File: config.mk
export PLATFORM = sky130hd
export DESIGN_NAME = aoi22_bank_actmon
export DESIGN_NICKNAME = d
export VERILOG_FILES = /design/src/rtl/aoi_pkg.sv /design/src/rtl/aoi22_bank_actmon_cnt.sv /design/src/rtl/aoi22_bank_actmon.sv
export SDC_FILE = /design/constraint.sdc
export NUM_CORES = 1
export LEC_CHECK = 0
export ABC_AREA = 1
export CAP_MARGIN = 20
export CELL_PAD_IN_SITES_DETAIL_PLACEMENT = 1
export CELL_PAD_IN_SITES_GLOBAL_PLACEMENT = 1
export CORE_ASPECT_RATIO = 0.7
export CORE_MARGIN = 4
export CORE_UTILIZATION = 45
export CTS_BUF_LIST = sky130_fd_sc_hd__clkbuf_8
export DETAILED_ROUTE_END_ITERATION = 16
export GPL_ROUTABILITY_DRIVEN = 1
export PLACE_DENSITY = 0.83
export SLEW_MARGIN = 20
export SYNTH_ARGS = -nofsm -noshare
export SYNTH_HDL_FRONTEND = slang
export SYNTH_SLANG_ARGS = --single-unit
File: constraint.sdc
create_clock -name CLK -period 2.6 [get_ports CLK]
set_input_delay 0.52 -clock CLK [delete_from_list [all_inputs] [get_ports CLK]]
set_output_delay 0.52 -clock CLK [all_outputs]
set_load 0.05 [all_outputs]
File: src/rtl/aoi_pkg.sv
// Shared definitions for the AOI22/OAI22 bank: mode encodings, the per-bit
// gate function and the snapshot handshake state type.
package aoi_pkg;

  localparam logic MODE_AOI = 1'b0;
  localparam logic MODE_OAI = 1'b1;

  typedef enum logic {
    ST_IDLE = 1'b0,
    ST_ACK  = 1'b1
  } state_e;

  // One bit of the compound gate: AOI22 or OAI22 selected by mode.
  function automatic logic aoi_eval(input logic mode, input logic a, input logic b,
                                    input logic c, input logic d);
    if (mode == MODE_OAI) return ~((a | b) & (c | d));
    else                  return ~((a & b) | (c & d));
  endfunction

endpackage

File: src/rtl/aoi22_bank_actmon_cnt.sv
// One channel of the activity monitor: saturating toggle counter with a sticky
// overflow flag. A clear on the same edge as a toggle leaves the count at one.
module actmon_cnt #(
  parameter int CNT_W = 16
) (
  input  logic             clk,
  input  logic             rst_n,
  input  logic             inc,
  input  logic             clr,
  output logic [CNT_W-1:0] cnt,
  output logic             ovf
);

  localparam logic [CNT_W-1:0] CNT_MAX = '1;

  logic [CNT_W-1:0] cnt_q, cnt_d;
  logic             ovf_q, ovf_d;

  // Next count: clear (load-one on a coincident toggle), else saturating increment.
  // The flag marks a toggle that arrived while the count was already pinned at max.
  always_comb begin
    cnt_d = cnt_q;
    ovf_d = ovf_q;
    if (clr) begin
      cnt_d = inc ? CNT_W'(1) : '0;
      ovf_d = 1'b0;
    end else if (inc) begin
      if (cnt_q == CNT_MAX) ovf_d = 1'b1;
      else                  cnt_d = cnt_q + CNT_W'(1);
    end
  end

  // Counter and flag registers.
  always_ff @(posedge clk or negedge rst_n) begin
    if (!rst_n) begin
      cnt_q <= '0;
      ovf_q <= 1'b0;
    end else begin
      cnt_q <= cnt_d;
      ovf_q <= ovf_d;
    end
  end

  assign cnt = cnt_q;
  assign ovf = ovf_q;

endmodule

File: src/rtl/aoi22_bank_actmon.sv
// WIDTH-channel registered AOI22/OAI22 bank with per-channel toggle counters
// on the last pipeline stage, read back through a req/ack snapshot.
// Handshake: SNAP_REQ is a level; while idle, REQ high at an edge captures the
// counters and raises SNAP_ACK, which stays high until an edge sees REQ low.
module aoi22_bank_actmon
  import aoi_pkg::*;
#(
  parameter int WIDTH  = 8,
  parameter int STAGES = 1,
  parameter int CNT_W  = 16
) (
  input  logic                                     CLK,
  input  logic                                     RSTB,
  input  logic                                     EN,
  input  logic                                     MODE,
  input  logic [WIDTH-1:0]                         IN1,
  input  logic [WIDTH-1:0]                         IN2,
  input  logic [WIDTH-1:0]                         IN3,
  input  logic [WIDTH-1:0]                         IN4,
  output logic [WIDTH-1:0]                         QN,
  input  logic                                     SNAP_REQ,
  output logic                                     SNAP_ACK,
  input  logic [((WIDTH > 1) ? $clog2(WIDTH) : 1)-1:0] RD_SEL,
  output logic [CNT_W-1:0]                         RD_DATA,
  output logic                                     OVF,
  output state_e                                   DBG_STATE
);

  localparam int SEL_W = (WIDTH > 1) ? $clog2(WIDTH) : 1;

  logic [WIDTH-1:0] f;
  logic [WIDTH-1:0] pipe_q [STAGES];
  logic [WIDTH-1:0] pipe_d [STAGES];
  logic [WIDTH-1:0] tog;
  logic [WIDTH-1:0] ovf_vec;
  logic [CNT_W-1:0] cnt [WIDTH];
  logic [CNT_W-1:0] snap_q [WIDTH];
  logic [CNT_W-1:0] snap_d [WIDTH];
  state_e           state_q, state_d;
  logic             capture;

  // Per-channel gate evaluation; MODE is taken together with the data inputs.
  always_comb begin
    f = '0;
    for (int i = 0; i < WIDTH; i++) f[i] = aoi_eval(MODE, IN1[i], IN2[i], IN3[i], IN4[i]);
  end

  // Pipeline shift when enabled, otherwise every stage holds.
  always_comb begin
    pipe_d = pipe_q;
    if (EN) begin
      pipe_d[0] = f;
      for (int s = 1; s < STAGES; s++) pipe_d[s] = pipe_q[s-1];
    end
  end

  // Pipeline registers; reset to the AOI output for all-zero inputs.
  always_ff @(posedge CLK or negedge RSTB) begin
    if (!RSTB) begin
      for (int s = 0; s < STAGES; s++) pipe_q[s] <= '1;
    end else begin
      pipe_q <= pipe_d;
    end
  end

  assign QN  = pipe_q[STAGES-1];
  // Stages only move with EN, so this is already zero on stalled edges.
  assign tog = pipe_d[STAGES-1] ^ pipe_q[STAGES-1];

  // Snapshot handshake next-state: capture on entry to ACK, wait for REQ to drop.
  always_comb begin
    state_d = state_q;
    capture = 1'b0;
    case (state_q)
      ST_IDLE: if (SNAP_REQ) begin
        capture = 1'b1;
        state_d = ST_ACK;
      end
      ST_ACK:  if (!SNAP_REQ) state_d = ST_IDLE;
      default: state_d = ST_IDLE;
    endcase
  end

  // Handshake state register.
  always_ff @(posedge CLK or negedge RSTB) begin
    if (!RSTB) state_q <= ST_IDLE;
    else       state_q <= state_d;
  end

  assign SNAP_ACK  = (state_q == ST_ACK);
  assign DBG_STATE = state_q;

  for (genvar g = 0; g < WIDTH; g++) begin : g_cnt
    actmon_cnt #(.CNT_W(CNT_W)) u_cnt (
      .clk   (CLK),
      .rst_n (RSTB),
      .inc   (tog[g]),
      .clr   (capture),
      .cnt   (cnt[g]),
      .ovf   (ovf_vec[g])
    );
  end

  // Snapshot takes the pre-edge live counts on a capture edge.
  always_comb begin
    snap_d = snap_q;
    if (capture) snap_d = cnt;
  end

  // Snapshot registers.
  always_ff @(posedge CLK or negedge RSTB) begin
    if (!RSTB) begin
      for (int i = 0; i < WIDTH; i++) snap_q[i] <= '0;
    end else begin
      snap_q <= snap_d;
    end
  end

  // Read mux; select codes past the last channel return zero.
  always_comb begin
    RD_DATA = '0;
    for (int i = 0; i < WIDTH; i++) begin
      if (RD_SEL == SEL_W'(i)) RD_DATA = snap_q[i];
    end
  end

  assign OVF = |ovf_vec;

endmodule

==> results.py <==
metrics = {
    "final_layout": {
        "layout.nets": 2372,
        "antenna_cells": 0,
        "syn_to_final_growth_pct": 15.53,
        "drive_gt1_share_pct": 9.677,
    },
    "floorplanning": {
        "initial_core_util_pct": 45.78,
        "num_io_pins": 67,
        "die_w_um": 232.9,
        "coreArea_um2": 34800,
        "std_cell_rows": 57,
        "dieArea_um2": 38530,
        "die_h_um": 165.4,
    },
    "placed_design": {
        "portBuffers": 66,
        "post-place-ws_ps": -193.9,
        "dp_hpwl_um": 40760,
        "routabilityCongestion": 0.9110,
    },
    "detailed_routing": {
        "viasPerCell": 5.659,
        "drc": 0,
        "wire_per_inst_um": 19.65,
        "first_iter_violations": 1316,
        "drt-total-wl_um": 55580,
        "vias": 16000,
        "drt_first_pass_iters": 5,
        "ant_nets": 0,
    },
    "power_and_ir_drop": {
        "p_leak_nw": 8.847,
        "pwr-share-clk_pct": 31.3,
        "powerDensity_nw_per_um2": 691.9,
        "pwr-share-seq_pct": 47.1,
        "peakVddDrop_uv": 350.3,
        "combPwrFrac_pct": 21.5,
        "swShare_pct": 36.61,
        "p_total_w": 0.01274,
        "switching_power_w": 0.004662,
        "p_int_w": 0.008074,
    },
    "worst_setup_path": {
        "rr_worst_depth": 8,
        "crit_fanout": 2,
        "r2r_slack_ps": 490,
        "critical_path_class": "register to output pin",
        "rr_startpoint": "g_cnt[5].u_cnt.cnt[1]",
        "crit_path_end_kind": "output pin",
        "r2r_end": "g_cnt[5].u_cnt.cnt[10]",
        "slowest_stage": "dfrtp_1",
        "start_kind": "register",
        "cp_slowest_stage_delay_ps": 450,
        "required_ps": 2080,
        "crit_arrival_ps": 1990,
        "crit_chain": "nor4_1, buf_4, nand2_1, dlygate4sd2_1",
    },
    "clock_tree": {
        "tritoncts": "done",
        "insertion_delay_ps": 590,
        "clock_sinks": 273,
        "htreeDepth": 2,
        "clockBufferDepth": 3,
        "clkTransAtPathRegs_ps": 60,
        "post-cts-setup-buffers": 0,
        "cts-root-buf": "clkbuf_8",
        "cts_made_buffers": 46,
    },
    "min_path": {
        "holdPathEnd": "DBG_STATE",
        "hp-class": "primary input to register",
        "hold_depth": 1,
        "hp-start": "SNAP_REQ",
    },
    "timing": {
        "setup_ws_ps": 94.83,
        "skew_ps": 19.70,
        "hold_violations": 0,
        "slew_headroom_pct": 54.41,
        "worstMarginPinSlew_ps": 683.8,
        "fin_crit_sh_pct": 96.35,
        "max_freq_ghz": 0.3992,
        "rsz0062_at_grt": "false",
        "setup_viol": 0,
        "whs_ps": 416.0,
        "slew_viol_final": 0,
        "post-route-min-period_ps": 2505,
    },
    "synth": {
        "synth_compound_area_share_pct": 3.738,
        "synth_top_family_by_area": "simple AND/OR/NAND/NOR gates",
        "yosys.area_share.simple_pct": 42.94,
        "syn_nets": 2296,
        "ys_warn_count": 0,
        "synth_seq_cells": 273,
        "synthAdderAreaFrac_pct": 0.6283,
        "synth_xor_area_share_pct": 2.694,
        "ys_types": 35,
        "ys_seq_area_share_pct": 42.94,
        "synthCells": 2248,
        "synth_area_um2": 15930,
        "syn_area_per_cell_um2": 7.087,
        "synth.mux.area_fraction_pct": 0,
    },
    "global_routing": {
        "grt_first_pass_wirelength_um": 89780,
        "grt_usage_pct": 29.15,
        "grt_max_degree": 92,
        "grt_antenna_before_repair": 0,
        "grt-ovfl-total": 0,
        "first_global_vias": 16100,
    },
    "status": {
        "status": "finished clean",
    },
    "job": {
        "maxCapViolCount": 0,
    },
}
## stage by stage
step / instances / instance area (um^2) / util, % / TNS (ps)
final: 2828 / 18410 / 52.89 / 0
after global routing: 2828 / 18410 / 52.89 / 0
after CTS: 2828 / 18410 / 52.89 / 0
after detailed placement: 2747 / 17470 / 50.19 / -2562
after global placement: 2747 / 17470 / 50.19 / -863.5
after floorplan: 2248 / 15930 / - / 0
## logic make-up after synthesis
group / Yosys count
AND/OR/NAND/NOR: 1544
flip-flops: 273
buffers and inverters: 260
AO/OA/AOI/OAI: 114
XOR/XNOR: 49
adder cells (fa/ha/maj): 8
## cells in the mapped netlist (all sizes together)
| cell type | n | share of area, % |
|---|---|---|
| nor4 | 2 | 0.079 |
| o211ai | 8 | 0.41 |
| ha | 8 | 0.63 |
| dfstp | 8 | 1.3 |
| o21ai | 89 | 2.8 |
| nand4 | 118 | 4.7 |
| nor2 | 280 | 7.1 |
| xor2 | 39 | 2.1 |
| nor3 | 13 | 0.75 |
| xnor2 | 10 | 0.55 |
| a21oi | 17 | 0.53 |
| nand2 | 813 | 20 |
| clkbuf | 43 | 1.0 |
| nand3 | 311 | 10 |
| dfrtp | 265 | 42 |
| inv | 158 | 3.7 |
| nor3b | 7 | 0.36 |
| buf | 59 | 2.3 |
## critical path, delay by kind of cell (launching register included)
family / cells / cell delay [ps]
flops: 1 / 450
buf+inv: 2 / 610
simple gates: 2 / 350
## per-layer routing
layer  global-route usage [%]  part of all wire [%]  up-vias
li1                         -                     -     7446
met5                        0                     0        -
met3                    4.715                   6.1       99
met4                    8.035                   3.0        0
met2                    44.64                    43      465
met1                    42.99                    48     7993
## power by group through the flow
stage                     Combinational, W  Clock (W)  Sequential (W)
after floorplan                    0.00171          0         0.00561
after detailed placement           0.00272          0         0.00602
after CTS                          0.00275    0.00406         0.00597
after global routing               0.00305    0.00426         0.00608
after global placement             0.00258          0         0.00601
final                              0.00274    0.00399         0.00600
## state kept, by name, indices dropped and copies added, names as in the netlist
name / cells
g_cnt.u_cnt.ovf: 8
snap_q: 128
DBG_STATE: 1
g_cnt.u_cnt.cnt: 128
QN: 8
## layout by cell type (no fill, tap or decap), types with 45 or more instances in the layout
| master | netlist | layout |
|---|---|---|
| o21ai_0 | 87 | 87 |
| clkbuf_8 | 0 | 55 |
| nor2_1 | 257 | 256 |
| nand4_1 | 116 | 116 |
| nand2_1 | 797 | 797 |
| buf_4 | 1 | 49 |
| clkdlybuf4s50_1 | 0 | 45 |
| inv_1 | 154 | 165 |
| dfrtp_1 | 265 | 265 |
| nand3_1 | 295 | 295 |
## repair_timing
action / in CTS / in global routing
hold endpoints to repair: 61 / 0
hold buffers: 1 / 0
gates resized for setup: 7 / 0
endpoints found under the setup margin: 17 / 0
## how the worst max path moves through the flow
stage	startpoint	to	cells past startpoint
final	g_cnt[7].u_cnt.ovf	OVF	4
after global routing	g_cnt[4].u_cnt.ovf	OVF	4
after CTS	g_cnt[4].u_cnt.ovf	OVF	4
after detailed placement	RD_SEL[0]	RD_DATA[12]	9
after global placement	RD_SEL[0]	RD_DATA[12]	9
after floorplan	RD_SEL[1]	RD_DATA[3]	7
## area by class of cell
class	count	area, um^2
Fill cell	4525	16400
Multi-Input combinational cell	1715	7984
Sequential cell	273	6842
Timing Repair Buffer	130	1470
Clock buffer	55	757.0
Inverter	158	600.6
Tap cell	472	590.6
Clock inverter	25	162.7
No activity file was read; power rests on OpenSTA's default activity.
==> RTL edit, RTL diff (same flow settings) <==
Change the parameter `STAGES` from 1 to 2.
--- a/src/rtl/aoi22_bank_actmon.sv
+++ b/src/rtl/aoi22_bank_actmon.sv
@@ -8,3 +8,3 @@
   parameter int WIDTH  = 8,
-  parameter int STAGES = 1,
+  parameter int STAGES = 2,
   parameter int CNT_W  = 16
Formal check against the unedited RTL: not equivalent (a bounded check fails within 4 cycles, from zero or initial values and one cycle with RSTB low).
==> RTL edit against the original RTL <==
  * Sequential cell count rose by 8
  * Sequential share of layout area rose by 1.6 points
  * Area after synthesis fell by 0.92%
  * Design area fell by 1.3%
  * Routed wire length fell by 4.7%
  * Power fell by 1.5%
  * Non-clock buffer count fell by 14
  * Worst setup slack got worse by 0.021 ns
  * Critical path type is now primary input to output pin
  * Critical endpoint is now RD_DATA[11]
  * Largest cell class unchanged
==> RTL edit: results (changes against the original RTL) <==
Run status
  • Status: completed

Route
  • DR pass1 iterations: 6 (+1)
  • Vias/cell: 5.54 (-2.1%)
  • 1st-iter DRT viols: 1219 (-7.4%)
  • Routed WL per cell: 19.5 um (-0.87%)

Layout
  • Layout cells sized above 1: 11.0% (+1.3 points)
  • Final Net Count: 2260 (-4.7%)
  • ANT cells: 0 (unchanged)

Hold path
  • Worst Hold Class: primary input to flip-flop

Power
  • Peak VDD IR: 0.000326 V (-7.0%)
  • LEAKAGE: 0.00821 uW (-7.2%)

Logic synthesis
  • Top area cells in the synthesized netlist: dfrtp_1 42%, nand2_1 17%, nand3_1 5.7%
  • Asr flop ratio synth: 100% (unchanged)
  • Synth unique cells: 35 (unchanged)
  • Seq/Total Area, Yosys: 44.7% (+1.7 points)
  • Synth top cells by count: 733 x nand2_1, 265 x dfrtp_1, 204 x nor2_1, 179 x nand3_1, 169 x inv_1
  • Syn Nets: 2188 (-4.7%)
  • Synth warnings: 0 (unchanged)

GRT
  • Largest net degree at the start of global routing: 74 (-20%)
  • M2 GR Usage: 42.1% (-2.5 points)
  • GRT Resource Usage Total: 28.0% (-1.1 points)
  • Antenna violations before repair: 0 (unchanged)
  • Met1 global-route usage: 40.0% (-2.9 points)
  • First-pass GRT wire length: 85.1 mm (-5.2%)
  • Vias in the first global route: 15500 (-3.8%)
  • Grt met3 use: 7.09% (+2.4 points)

Placed design
  • Gpl congestion: 0.962 (+5.6%)
  • Post-DP Area: 17100 sq um (-1.9%)
  • I/O Buffers: 66 (unchanged)
  • Final HPWL DP: 39.1 mm (-4.1%)

Setup path
  • Worst path slowest cell: clkdlybuf4s15_2
  • R2R Setup Slk: 0.46 ns (-0.03 ns)
  • Crit path max fanout: 16 (+14)
  • Critical Path AT: 2.01 ns (+0.02 ns)
  • CP max stage delay: 0.29 ns (-0.16 ns)

STA
  • Setup Skew: 0.0287 ns (+0.00902 ns)
  • Worst slew margin: 54.7% (+0.24 points)
  • Worst hold margin: 0.429 ns (+0.0131 ns)

Clock tree
  • Worst skew pair latency: 0.60 ns
  • Max Root-Sink Buffers: 3 (unchanged)
  • Clock-pin slew on the worst setup and hold paths: 0.06 ns (about the same)
  • H-tree lvl count: 2 (unchanged)
  • CTS Buf Count: 47 (+2.2%)
RTL edit: kinds of logic after synthesis:
| kind of cell | after synthesis | share of synthesized area [%] |
|---|---|---|
| fa+ha+maj | 8 | 0.634 |
| compound gates | 255 | 9.39 |
| xor+xnor | 38 | 2.11 |
| buf+inv | 268 | 7.75 |
| simple gates | 1290 | 35.4 |
| flops | 281 | 44.7 |
RTL edit: stage by stage:
stage / instances / setup slack (ns)
6_report: 2718 / 0.0740
5_1_grt: 2718 / 0.00541
4_1_cts: 2718 / 0.0521
3_5_place_dp: 2631 / -0.537
3_3_place_gp: 2631 / -0.486
2_1_floorplan: 2140 / 0.276
RTL edit: final cells by class:
class | instances | area, sq um
Sequential cell | 281 | 7050
Multi-Input combinational cell | 1591 | 7530
Tap cell | 472 | 591
Clock buffer | 60 | 826
Timing Repair Buffer | 116 | 1390
Fill cell | 4378 | 16500
Inverter | 175 | 664
Clock inverter | 23 | 118
RTL edit: worst paths after layout:
check	from	end	cells past startpoint
max reg2reg	g_cnt[7].u_cnt.cnt[0]$_DFFE_PN0P_	g_cnt[7].u_cnt.cnt[8]$_DFFE_PN0P_	10
min	SNAP_REQ	DBG_STATE$_DFF_PN0_	1
min in group asynchronous	RSTB	g_cnt[2].u_cnt.cnt[8]$_DFFE_PN0P_	2
max	RD_SEL[1]	RD_DATA[11]	8
max in group asynchronous	RSTB	g_cnt[6].u_cnt.cnt[4]$_DFFE_PN0P_	3
min reg2reg	snap_q[122]$_DFFE_PN0P_	snap_q[122]$_DFFE_PN0P_	2
RTL edit: what timing repair did:
item,in CTS,in global routing
resized for setup,12,1
hold buffers,1,0
cloned,1,0
pin swaps,4,1
setup endpoints to repair,16,3
buffers inserted,2,0
hold endpoints to repair,44,0
RTL edit: power breakdown:
group,internal (uW),switching (uW),total [uW]
Combinational,952,1750,2700
Clock,2160,1870,4020
Sequential,4980,845,5820
Total,8080,4460,12500
RTL edit: critical path, delay by kind of cell:
family        cells  cell delay, ns
buf+inv           5            0.99
simple gates      3            0.47
RTL edit: routing by layer:
layer	part of all wire, %	wire, um
met3	7.5	3990
met5	0	0
met4	3.1	1650
met1	46	24500
met2	43	22800
